### src/rtl/dmem_lsu_ctrl.sv
// -----------------------------------------------------------------------------
// dmem_lsu_ctrl
//   Load/store sequencer between the EX/MEM pipeline register and a word-wide
//   data memory with a 1-cycle registered read. Decodes the RV32 load/store
//   width (funct3), checks alignment and range, sign/zero-extends loads and
//   performs read-modify-write for SB/SH. Raises lsu_stall while an op is in
//   flight.
//
//   Handshake: a request is offered by holding req_valid=1 with stable req_*.
//   In IDLE the request is accepted in the same cycle. Exceptions and aligned
//   SW finish in that cycle (done=1). Loads and sub-word stores raise
//   lsu_stall for that cycle and finish one cycle later. done=1 marks the edge
//   at which the pipeline advances. While busy, req_* are ignored.
//
// Ports
//   clk, rst        rising-edge clock, synchronous active-high reset
//   req_valid       memory op present in EX/MEM this cycle
//   req_we          1 = store, 0 = load
//   req_funct3      000 B, 001 H, 010 W, 100 BU, 101 HU
//   req_addr        byte address
//   req_wdata       store data
//   mem_re/mem_we   memory read / word-write enables (never both)
//   mem_addr        word index
//   mem_wdata       word to write
//   mem_rdata       read data, valid the cycle after mem_re
//   lsu_stall       hold the front of the pipeline this cycle
//   done            op completes this cycle
//   load_data       extended load result (0 unless done on a load)
//   misalign        alignment / illegal-funct3 exception (with done)
//   acc_fault       out-of-range exception (with done)
//   dbg_state       current FSM state, for observation
// -----------------------------------------------------------------------------
module dmem_lsu_ctrl #(
    parameter int ADDR_W = 5,
    parameter int DEPTH  = 32
) (
    input  logic              clk,
    input  logic              rst,
    input  logic              req_valid,
    input  logic              req_we,
    input  logic [2:0]        req_funct3,
    input  logic [31:0]       req_addr,
    input  logic [31:0]       req_wdata,
    output logic              mem_re,
    output logic              mem_we,
    output logic [ADDR_W-1:0] mem_addr,
    output logic [31:0]       mem_wdata,
    input  logic [31:0]       mem_rdata,
    output logic              lsu_stall,
    output logic              done,
    output logic [31:0]       load_data,
    output logic              misalign,
    output logic              acc_fault,
    output logic [1:0]        dbg_state
);

    typedef enum logic [1:0] {
        IDLE    = 2'd0,
        RD_WAIT = 2'd1,
        RMW_RD  = 2'd2
    } state_t;

    localparam logic [2:0]  F3_B    = 3'b000;
    localparam logic [2:0]  F3_H    = 3'b001;
    localparam logic [2:0]  F3_W    = 3'b010;
    localparam logic [2:0]  F3_BU   = 3'b100;
    localparam logic [2:0]  F3_HU   = 3'b101;
    localparam logic [31:0] DEPTH_W = 32'(DEPTH);

    state_t state, state_nxt;

    // Registered copies of the accepted request; later states use only these.
    logic [1:0]        off_q;
    logic [2:0]        f3_q;
    logic [15:0]       wdata_q;   // only the low half is ever merged
    logic [ADDR_W-1:0] idx_q;

    logic              f3_ok;
    logic              align_bad;
    logic              bad_op;
    logic              range_bad;
    logic [ADDR_W-1:0] idx_in;
    logic [7:0]        rd_byte;
    logic [15:0]       rd_half;
    logic [31:0]       ext_data;
    logic [31:0]       merged;

    assign idx_in    = req_addr[ADDR_W+1:2];
    // Range is judged on the full word index, not the truncated memory index.
    assign range_bad = ({2'b00, req_addr[31:2]} >= DEPTH_W);
    assign dbg_state = state;

    // Width decode and alignment. BU/HU have no store encoding, so a store
    // with those funct3 values is treated as illegal.
    always_comb begin
        f3_ok     = 1'b0;
        align_bad = 1'b0;
        case (req_funct3)
            F3_B:  f3_ok = 1'b1;
            F3_H:  begin f3_ok = 1'b1;     align_bad = req_addr[0];    end
            F3_W:  begin f3_ok = 1'b1;     align_bad = |req_addr[1:0]; end
            F3_BU: f3_ok = !req_we;
            F3_HU: begin f3_ok = !req_we;  align_bad = req_addr[0];    end
            default: f3_ok = 1'b0;
        endcase
        bad_op = !f3_ok || align_bad;
    end

    // Lane selection, extension and sub-word merge on the returned word.
    always_comb begin
        rd_byte = mem_rdata[{off_q, 3'b000} +: 8];
        rd_half = mem_rdata[{off_q[1], 4'b0000} +: 16];
        case (f3_q)
            F3_B:    ext_data = {{24{rd_byte[7]}}, rd_byte};
            F3_BU:   ext_data = {24'd0, rd_byte};
            F3_H:    ext_data = {{16{rd_half[15]}}, rd_half};
            F3_HU:   ext_data = {16'd0, rd_half};
            F3_W:    ext_data = mem_rdata;
            default: ext_data = 32'd0;
        endcase
        merged = mem_rdata;
        if (f3_q == F3_B) begin
            merged[{off_q, 3'b000} +: 8] = wdata_q[7:0];
        end else begin
            merged[{off_q[1], 4'b0000} +: 16] = wdata_q;
        end
    end

    always_ff @(posedge clk) begin
        if (rst) begin
            state   <= IDLE;
            off_q   <= 2'd0;
            f3_q    <= 3'd0;
            wdata_q <= 16'd0;
            idx_q   <= '0;
        end else begin
            state <= state_nxt;
            if (state == IDLE && req_valid) begin
                off_q   <= req_addr[1:0];
                f3_q    <= req_funct3;
                wdata_q <= req_wdata[15:0];
                idx_q   <= idx_in;
            end
        end
    end

    always_comb begin
        state_nxt = state;
        mem_re    = 1'b0;
        mem_we    = 1'b0;
        mem_addr  = '0;
        mem_wdata = 32'd0;
        lsu_stall = 1'b0;
        done      = 1'b0;
        load_data = 32'd0;
        misalign  = 1'b0;
        acc_fault = 1'b0;

        case (state)
            IDLE: begin
                if (req_valid) begin
                    if (bad_op) begin
                        // Misalign takes priority over an out-of-range address.
                        misalign = 1'b1;
                        done     = 1'b1;
                    end else if (range_bad) begin
                        acc_fault = 1'b1;
                        done      = 1'b1;
                    end else if (req_we && req_funct3 == F3_W) begin
                        mem_we    = 1'b1;
                        mem_addr  = idx_in;
                        mem_wdata = req_wdata;
                        done      = 1'b1;
                    end else begin
                        // Loads and SB/SH both need the current word first.
                        mem_re    = 1'b1;
                        mem_addr  = idx_in;
                        lsu_stall = 1'b1;
                        state_nxt = req_we ? RMW_RD : RD_WAIT;
                    end
                end
            end
            RD_WAIT: begin
                mem_addr  = idx_q;
                load_data = ext_data;
                done      = 1'b1;
                state_nxt = IDLE;
            end
            RMW_RD: begin
                mem_we    = 1'b1;
                mem_addr  = idx_q;
                mem_wdata = merged;
                done      = 1'b1;
                state_nxt = IDLE;
            end
            default: state_nxt = IDLE;
        endcase

        // Reset silences every output in the same cycle so a half-finished
        // read-modify-write can never reach memory.
        if (rst) begin
            state_nxt = IDLE;
            mem_re    = 1'b0;
            mem_we    = 1'b0;
            mem_addr  = '0;
            mem_wdata = 32'd0;
            lsu_stall = 1'b0;
            done      = 1'b0;
            load_data = 32'd0;
            misalign  = 1'b0;
            acc_fault = 1'b0;
        end
    end

endmodule
### config.mk
export PLATFORM = sky130hd
export DESIGN_NAME = dmem_lsu_ctrl
export DESIGN_NICKNAME = d
export VERILOG_FILES = /design/src/rtl/dmem_lsu_ctrl.sv
export SDC_FILE = /design/constraint.sdc
export NUM_CORES = 1
export LEC_CHECK = 0
export CORE_ASPECT_RATIO = 1.25
export CORE_MARGIN = 2
export CORE_UTILIZATION = 42
export CTS_BUF_LIST = sky130_fd_sc_hd__clkbuf_2 sky130_fd_sc_hd__clkbuf_4 sky130_fd_sc_hd__clkbuf_8
export DETAILED_ROUTE_END_ITERATION = 10
export GPL_TIMING_DRIVEN = 0
export PLACE_DENSITY = 0.95
export SLEW_MARGIN = 25
export SYNTH_ARGS = -nofsm -noshare
export SYNTH_HDL_FRONTEND = slang
export SYNTH_SLANG_ARGS = --single-unit
### constraint.sdc
create_clock -name clk -period 5.6 [get_ports clk]
set_clock_uncertainty 0.2 [all_clocks]
set_input_delay 1.12 -clock clk [delete_from_list [all_inputs] [get_ports clk]]
set_output_delay 1.12 -clock clk [all_outputs]
set_load 0.03 [all_outputs]
==> metrics, run 1 <==
Synth cell types 55; Critical-path top delay cell clkdlybuf4s50_1; wl on met1 5150 µm; EDFF count, synth 0; CTS tree built; largest stage delay on the critical path 0.71 ns; Total Nets Final 721; metal2 WL 6530 µm; met3 WL post-DR 1140 µm; Leak Pwr 1.84 nW; most frequent cells in the layout clkdlybuf4s50_1 (178), nand2_1 (78), a21oi_1 (70); buffers and inverters on the worst path 3; #FFs+latches synth 28; Max-cap violations 0; peak supply drop 0.0000990 V; Sw Share 33.3%; WHS 0.271 ns; RSZ-0062 raised after global routing false; Critical Path AT 4.12 ns; gr ovfl total 0; Via density 6.13; core area 6610 µm²; Total GRT Usage 32.9%; Setup violations, final 0; Reg-to-Reg Start dbg_state[0]; max-slew violation total from the final report 0; top_reg_cell synth dfxtp_1; area of placed instances 4790 µm²; ys async rst share 0%; Non-Filler Cell Area, Final 4850 µm²; commonest non-fill, non-tap cell in the layout clkdlybuf4s50_1; CP Cell Sequence clkdlybuf4s50_1, nor4_1, nand4_1, nor4_2, buf_2, o2bb2ai_1, clkdlybuf4s50_1; via count 4259; layout cells sized above 1 4.11%; slew margin rel. 31.8%; Residual DRC 0; setup bufs post-CTS 0; Switch Pwr 191 µW; Clock Tree Root clkbuf_8; Post-Route WL 13200 µm; Final ANT Viol Nets 0; crit path from req_addr[8]; IO Port Bufs 178; clock slew at reported path FFs 0.09 ns; area of the mapped netlist 2900 µm²; fin crit share 97.2%; drt wl/cell 18.9 µm; CTS buffer count 3; Final min period 5.44 ns; Die X 78.3 µm; die area 7590 µm²; CTS resizes 0; pin count of the biggest net entering global routing 16; FILL cells 534; clock network power share 22.6%; first-pass GRT wire length 20200 µm; vias in the first global route 3935; final core occ 73.4%; worst skew pair latency 0.28 ns; I/O Pins 180; setup TNS 0 ns; Fin. Hold Viols 0; status finished, final reports clean; Die H 96.9 µm; Logic pwr share 38.6%; post-synthesis sequential area ratio 19.3%; area occupied by multi-input gates 2150 µm²; register area 561 µm²; DP Wirelength 10600 µm; Most common cell on crit path clkdlybuf4s50_1; initial antenna violation count 0; TritonRoute pass-1 iters 6; Worst Hold Class register to register; critical path capture point type primary output; hold-fix buffers at CTS 0; Synthesized Nets 538; CP startpoint kind input port; cells after synthesis 426; uppermost layer routed met4; internal power 382 µW; Worst path top cell family by delay buffers and inverters; kind of critical path input port to primary output; crit path max fanout 10; clk sink count 28; gpl congestion 0.981; initial DRC count 342; Mean Syn Cell Area 6.81 µm²; Area Overhead vs Synth 67.3%; Initial Util 43.9%; n_diodes 0; Flop pwr share 38.8%; Peak Freq 0.184 GHz; # rows 33; Worst EP required 4.28 ns; Cell Pwr Density 118 nW/µm²; hold path startpoint idx_q[3]; actual slew at the worst max-slew pin 1.02 ns; htree depth 1; Max Root-Sink Buffers 2; Synth warnings 0
## metrics by stage
| stage | worst slack (ns) | std cells | power, mW |
|---|---|---|---|
| floorplan | 1.32 | 426 | 0.323 |
| global placement | 0.306 | 691 | 0.436 |
| detailed placement | 0.247 | 691 | 0.440 |
| CTS | 0.248 | 695 | 0.566 |
| global route | 0.0637 | 695 | 0.593 |
| finish | 0.159 | 695 | 0.573 |
## cell type report
type                    instances  share of cell area, %
multi-input cells             352                   44.3
repair buffers                178                   36.7
flip-flops and latches         28                   11.6
plain buffers                  32                   2.89
well taps                      87                   2.24
clock buffers                   4                   1.14
inverters                      14                   1.08
## worst paths after layout
check             endpoint  slack (ns)  cells past startpoint
max          mem_wdata[23]        0.16                      7
min               idx_q[3]        0.27                      2
min reg2reg       idx_q[3]        0.27                      2
max reg2reg     wdata_q[3]        3.45                      7
## registers in the layout (all words and copies together) (netlist names)
| name | flops |
|---|---|
| dbg_state | 2 |
| f3_q | 3 |
| idx_q | 5 |
| off_q | 2 |
| wdata_q | 16 |
## cells by family after synthesis
kind of cell / count (synthesis) / synth area share, %
simple gates: 169 / 28.6
compound gates: 170 / 39.6
flops: 28 / 19.3
buf+inv: 46 / 6.65
mux: 4 / 1.90
fa+ha+maj: 9 / 3.88
## cells in the mapped netlist (2+ instances only)
library cell,instances,area [µm²]
a2111oi_0,8,70.1
a222oi_1,7,70.1
o31ai_1,3,22.5
o21ai_1,2,10.0
a21oi_1,70,350
o21ai_0,6,30.0
buf_1,4,15.0
buf_2,7,35.0
mux2_2,2,22.5
nor3_1,21,105
nor4_1,14,87.6
or4b_1,3,30.0
or2_1,2,12.5
dfxtp_1,28,561
clkbuf_1,19,71.3
o41ai_1,5,43.8
nand3b_1,2,15.0
ha_1,9,113
nand2b_1,3,18.8
or4_1,2,15.0
nand2_1,78,293
nand3_1,7,35.0
a22oi_1,23,173
o2bb2ai_1,16,140
nor2_1,21,78.8
nor3b_1,4,30.0
a21o_1,18,135
a32oi_1,2,17.5
inv_1,13,48.8
o21a_1,2,15.0
## worst register-to-register path, delay by kind of cell, from the launching register on
family	cells	cell delay (ns)
adder cells (fa/ha/maj)	1	0.22
AND/OR/NAND/NOR	2	0.25
buffers and inverters	3	0.87
AO/OA/AOI/OAI	1	0.14
flip-flops	1	0.38
## power groups by stage
stage	registers (mW)	logic (mW)	clock network (mW)
floorplan	0.222	0.101	0
global placement	0.225	0.210	0
detailed placement	0.226	0.215	0
CTS	0.221	0.216	0.129
global route	0.223	0.236	0.134
finish	0.222	0.221	0.130
## layer usage
metal,track usage [%],vias up
met2,57.8,275
met5,0,-
li1,-,1975
met1,41.5,1973
met4,10.7,0
met3,3.82,36
Note: power is estimated with default switching activity, not from simulation.
==> run 2: changes to the inputs <==
--- a/config.mk
+++ b/config.mk
@@ -6,9 +6,10 @@
 export NUM_CORES = 1
 export LEC_CHECK = 0
 export CORE_ASPECT_RATIO = 1.25
-export CORE_MARGIN = 2
-export CORE_UTILIZATION = 42
+export CORE_MARGIN = 1
+export CORE_UTILIZATION = 39
 export CTS_BUF_LIST = sky130_fd_sc_hd__clkbuf_2 sky130_fd_sc_hd__clkbuf_4 sky130_fd_sc_hd__clkbuf_8
+export CTS_CLUSTER_DIAMETER = 50
 export DETAILED_ROUTE_END_ITERATION = 10
 export GPL_TIMING_DRIVEN = 0
 export PLACE_DENSITY = 0.95
==> constraint.sdc (replaced) <==
create_clock -name clk -period 5.2 [get_ports clk]
set_clock_uncertainty 0.2 [all_clocks]
set_input_delay 1.04 -clock clk [delete_from_list [all_inputs] [get_ports clk]]
set_output_delay 1.04 -clock clk [all_outputs]
set_load 0.03 [all_outputs]
==> metrics, run 2 (synthesis results as in run 1) <==
status finished, final reports clean (unchanged); initial antenna violation count 0 (unchanged); dpl cells 694 (was 691); wl on met1 4900 µm (was 5150 µm); register bank with the most flops wdata_q (unchanged); first-pass GRT wire length 20600 µm (was 20200 µm); die area 7780 µm² (was 7590 µm²); pin count of the biggest net entering global routing 16 (unchanged); via count 4290 (was 4259); I/O Pins 180 (unchanged); Final ANT Viol Nets 0 (unchanged); Initial Util 41.1% (was 43.9%); Total GRT Usage 33.1% (was 32.9%); Die H 98.4 µm (was 96.9 µm); uppermost layer routed met4 (unchanged); layout cells sized above 1 4.11% (unchanged); area of placed instances 4790 µm² (about the same); DP Wirelength 10500 µm (was 10600 µm); IO Port Bufs 178 (unchanged); Worst EP required 3.96 ns (was 4.28 ns); FILL cells 583 (was 534); slew margin rel. 33.8% (was 31.8%); htree depth 1 (unchanged); Top Registers wdata_q: 16 flops, idx_q: 5 flops, f3_q: 3 flops (unchanged); setup bufs post-CTS 0 (unchanged); CTS tree built (unchanged); pre-CTS setup slack -0.00284 ns (was 0.247 ns); worst skew pair latency 0.27 ns (was 0.28 ns); max-slew violation total from the final report 0 (unchanged); crit path max fanout 10 (unchanged); met3 WL post-DR 1340 µm (was 1140 µm); gpl congestion 0.966 (was 0.981); Total Nets Final 721 (unchanged); setup TNS 0 ns (unchanged); Max-cap violations 0 (unchanged); vias in the first global route 4119 (was 3935); fin crit share 98.0%; Non-Filler Cell Area, Final 4860 µm² (was 4850 µm²); n_diodes 0 (unchanged); max FFs per register 16 (unchanged); kind of critical path input port to primary output (unchanged); Worst Hold Class register to register (unchanged); RSZ-0062 raised after global routing false (unchanged); drt wl/cell 18.7 µm (was 18.9 µm); Residual DRC 0 (unchanged); clk sink count 28 (unchanged); metal2 WL 6460 µm (was 6530 µm); Cell Pwr Density 127 nW/µm² (was 118 nW/µm²); Leak Pwr 1.86 nW (was 1.84 nW); core area 7060 µm² (was 6610 µm²); Setup violations, final 0 (unchanged); peak supply drop 0.000153 V (was 0.0000990 V); Post-Route WL 13000 µm (was 13200 µm); Via density 6.15 (was 6.13); critical path capture point type primary output (unchanged); clock slew at reported path FFs 0.09 ns (about the same); commonest non-fill, non-tap cell in the layout clkdlybuf4s50_1 (unchanged); Clock Tree Root clkbuf_8 (unchanged); most frequent cells in the layout clkdlybuf4s50_1 (178), nand2_1 (78), a21oi_1 (70) (unchanged); CP startpoint kind input port (unchanged); Fin. Hold Viols 0 (unchanged); TritonRoute pass-1 iters 6 (unchanged); Area Overhead vs Synth 67.8% (was 67.3%); Peak Freq 0.196 GHz; final worst slack 0.106 ns (was 0.159 ns); Post-Layout Cell Count 698 (was 695); Max Root-Sink Buffers 2 (unchanged); Die X 79.1 µm (was 78.3 µm); # rows 34 (was 33); actual slew at the worst max-slew pin 0.985 ns (was 1.02 ns); Critical Path AT 3.85 ns (was 4.12 ns); initial DRC count 363 (was 342); Tot Pwr 616 µW (was 573 µW); gr ovfl total 0 (unchanged); CTS buffer count 3 (unchanged); Final min period 5.09 ns
run 2: per-layer routing:
| layer | up-vias | GRT usage (%) |
|---|---|---|
| met5 | - | 0 |
| met4 | 0 | 11.6 |
| met3 | 36 | 5.51 |
| met2 | 309 | 57.8 |
| met1 | 1960 | 40.4 |
| li1 | 1985 | - |
run 2: final timing paths:
kind,startpoint,end,slack (ns),cells past startpoint
worst min-delay path,idx_q[4],idx_q[4],0.26,2
worst max register to register,dbg_state[0],wdata_q[2],3.06,7
worst min register to register,idx_q[4],idx_q[4],0.26,2
worst max-delay path,req_funct3[2],mem_wdata[7],0.11,7
run 2: critical path: stages:
cell             delay [ns]
clkdlybuf4s50_1        0.49
nand4bb_1              0.29
or2_2                  0.37
nor4_4                 0.43
buf_2                  0.32
o2bb2ai_1              0.19
clkdlybuf4s50_1        0.72
run 2: what timing repair did:
item,in CTS,in global routing
hold buffers,0,0
resized for setup,1,1
endpoints found under the setup margin,9,16
pin swaps,0,1
run 2: power breakdown:
group	internal (mW)	switching (mW)
combinational	0.118	0.122
sequential	0.225	0.0140
clock	0.0678	0.0690
total	0.411	0.205
run 2: final cells by class:
class,count,area [µm²],share of cell area [%]
buffer,32,140,2.88
sequential,28,561,11.5
tap,90,113,2.32
inverter,14,52.6,1.08
timing repair buffer,178,1780,36.6
clock buffer,4,55.1,1.13
multi-input combinational,352,2160,44.4
run 2: stage by stage:
step | hold slack (ns) | utilization (%)
after floorplan | 0.237 | -
after global placement | 0.242 | 67.9
after detailed placement | 0.252 | 67.9
after CTS | 0.264 | 68.8
after global routing | 0.289 | 68.9
final | 0.263 | 68.9
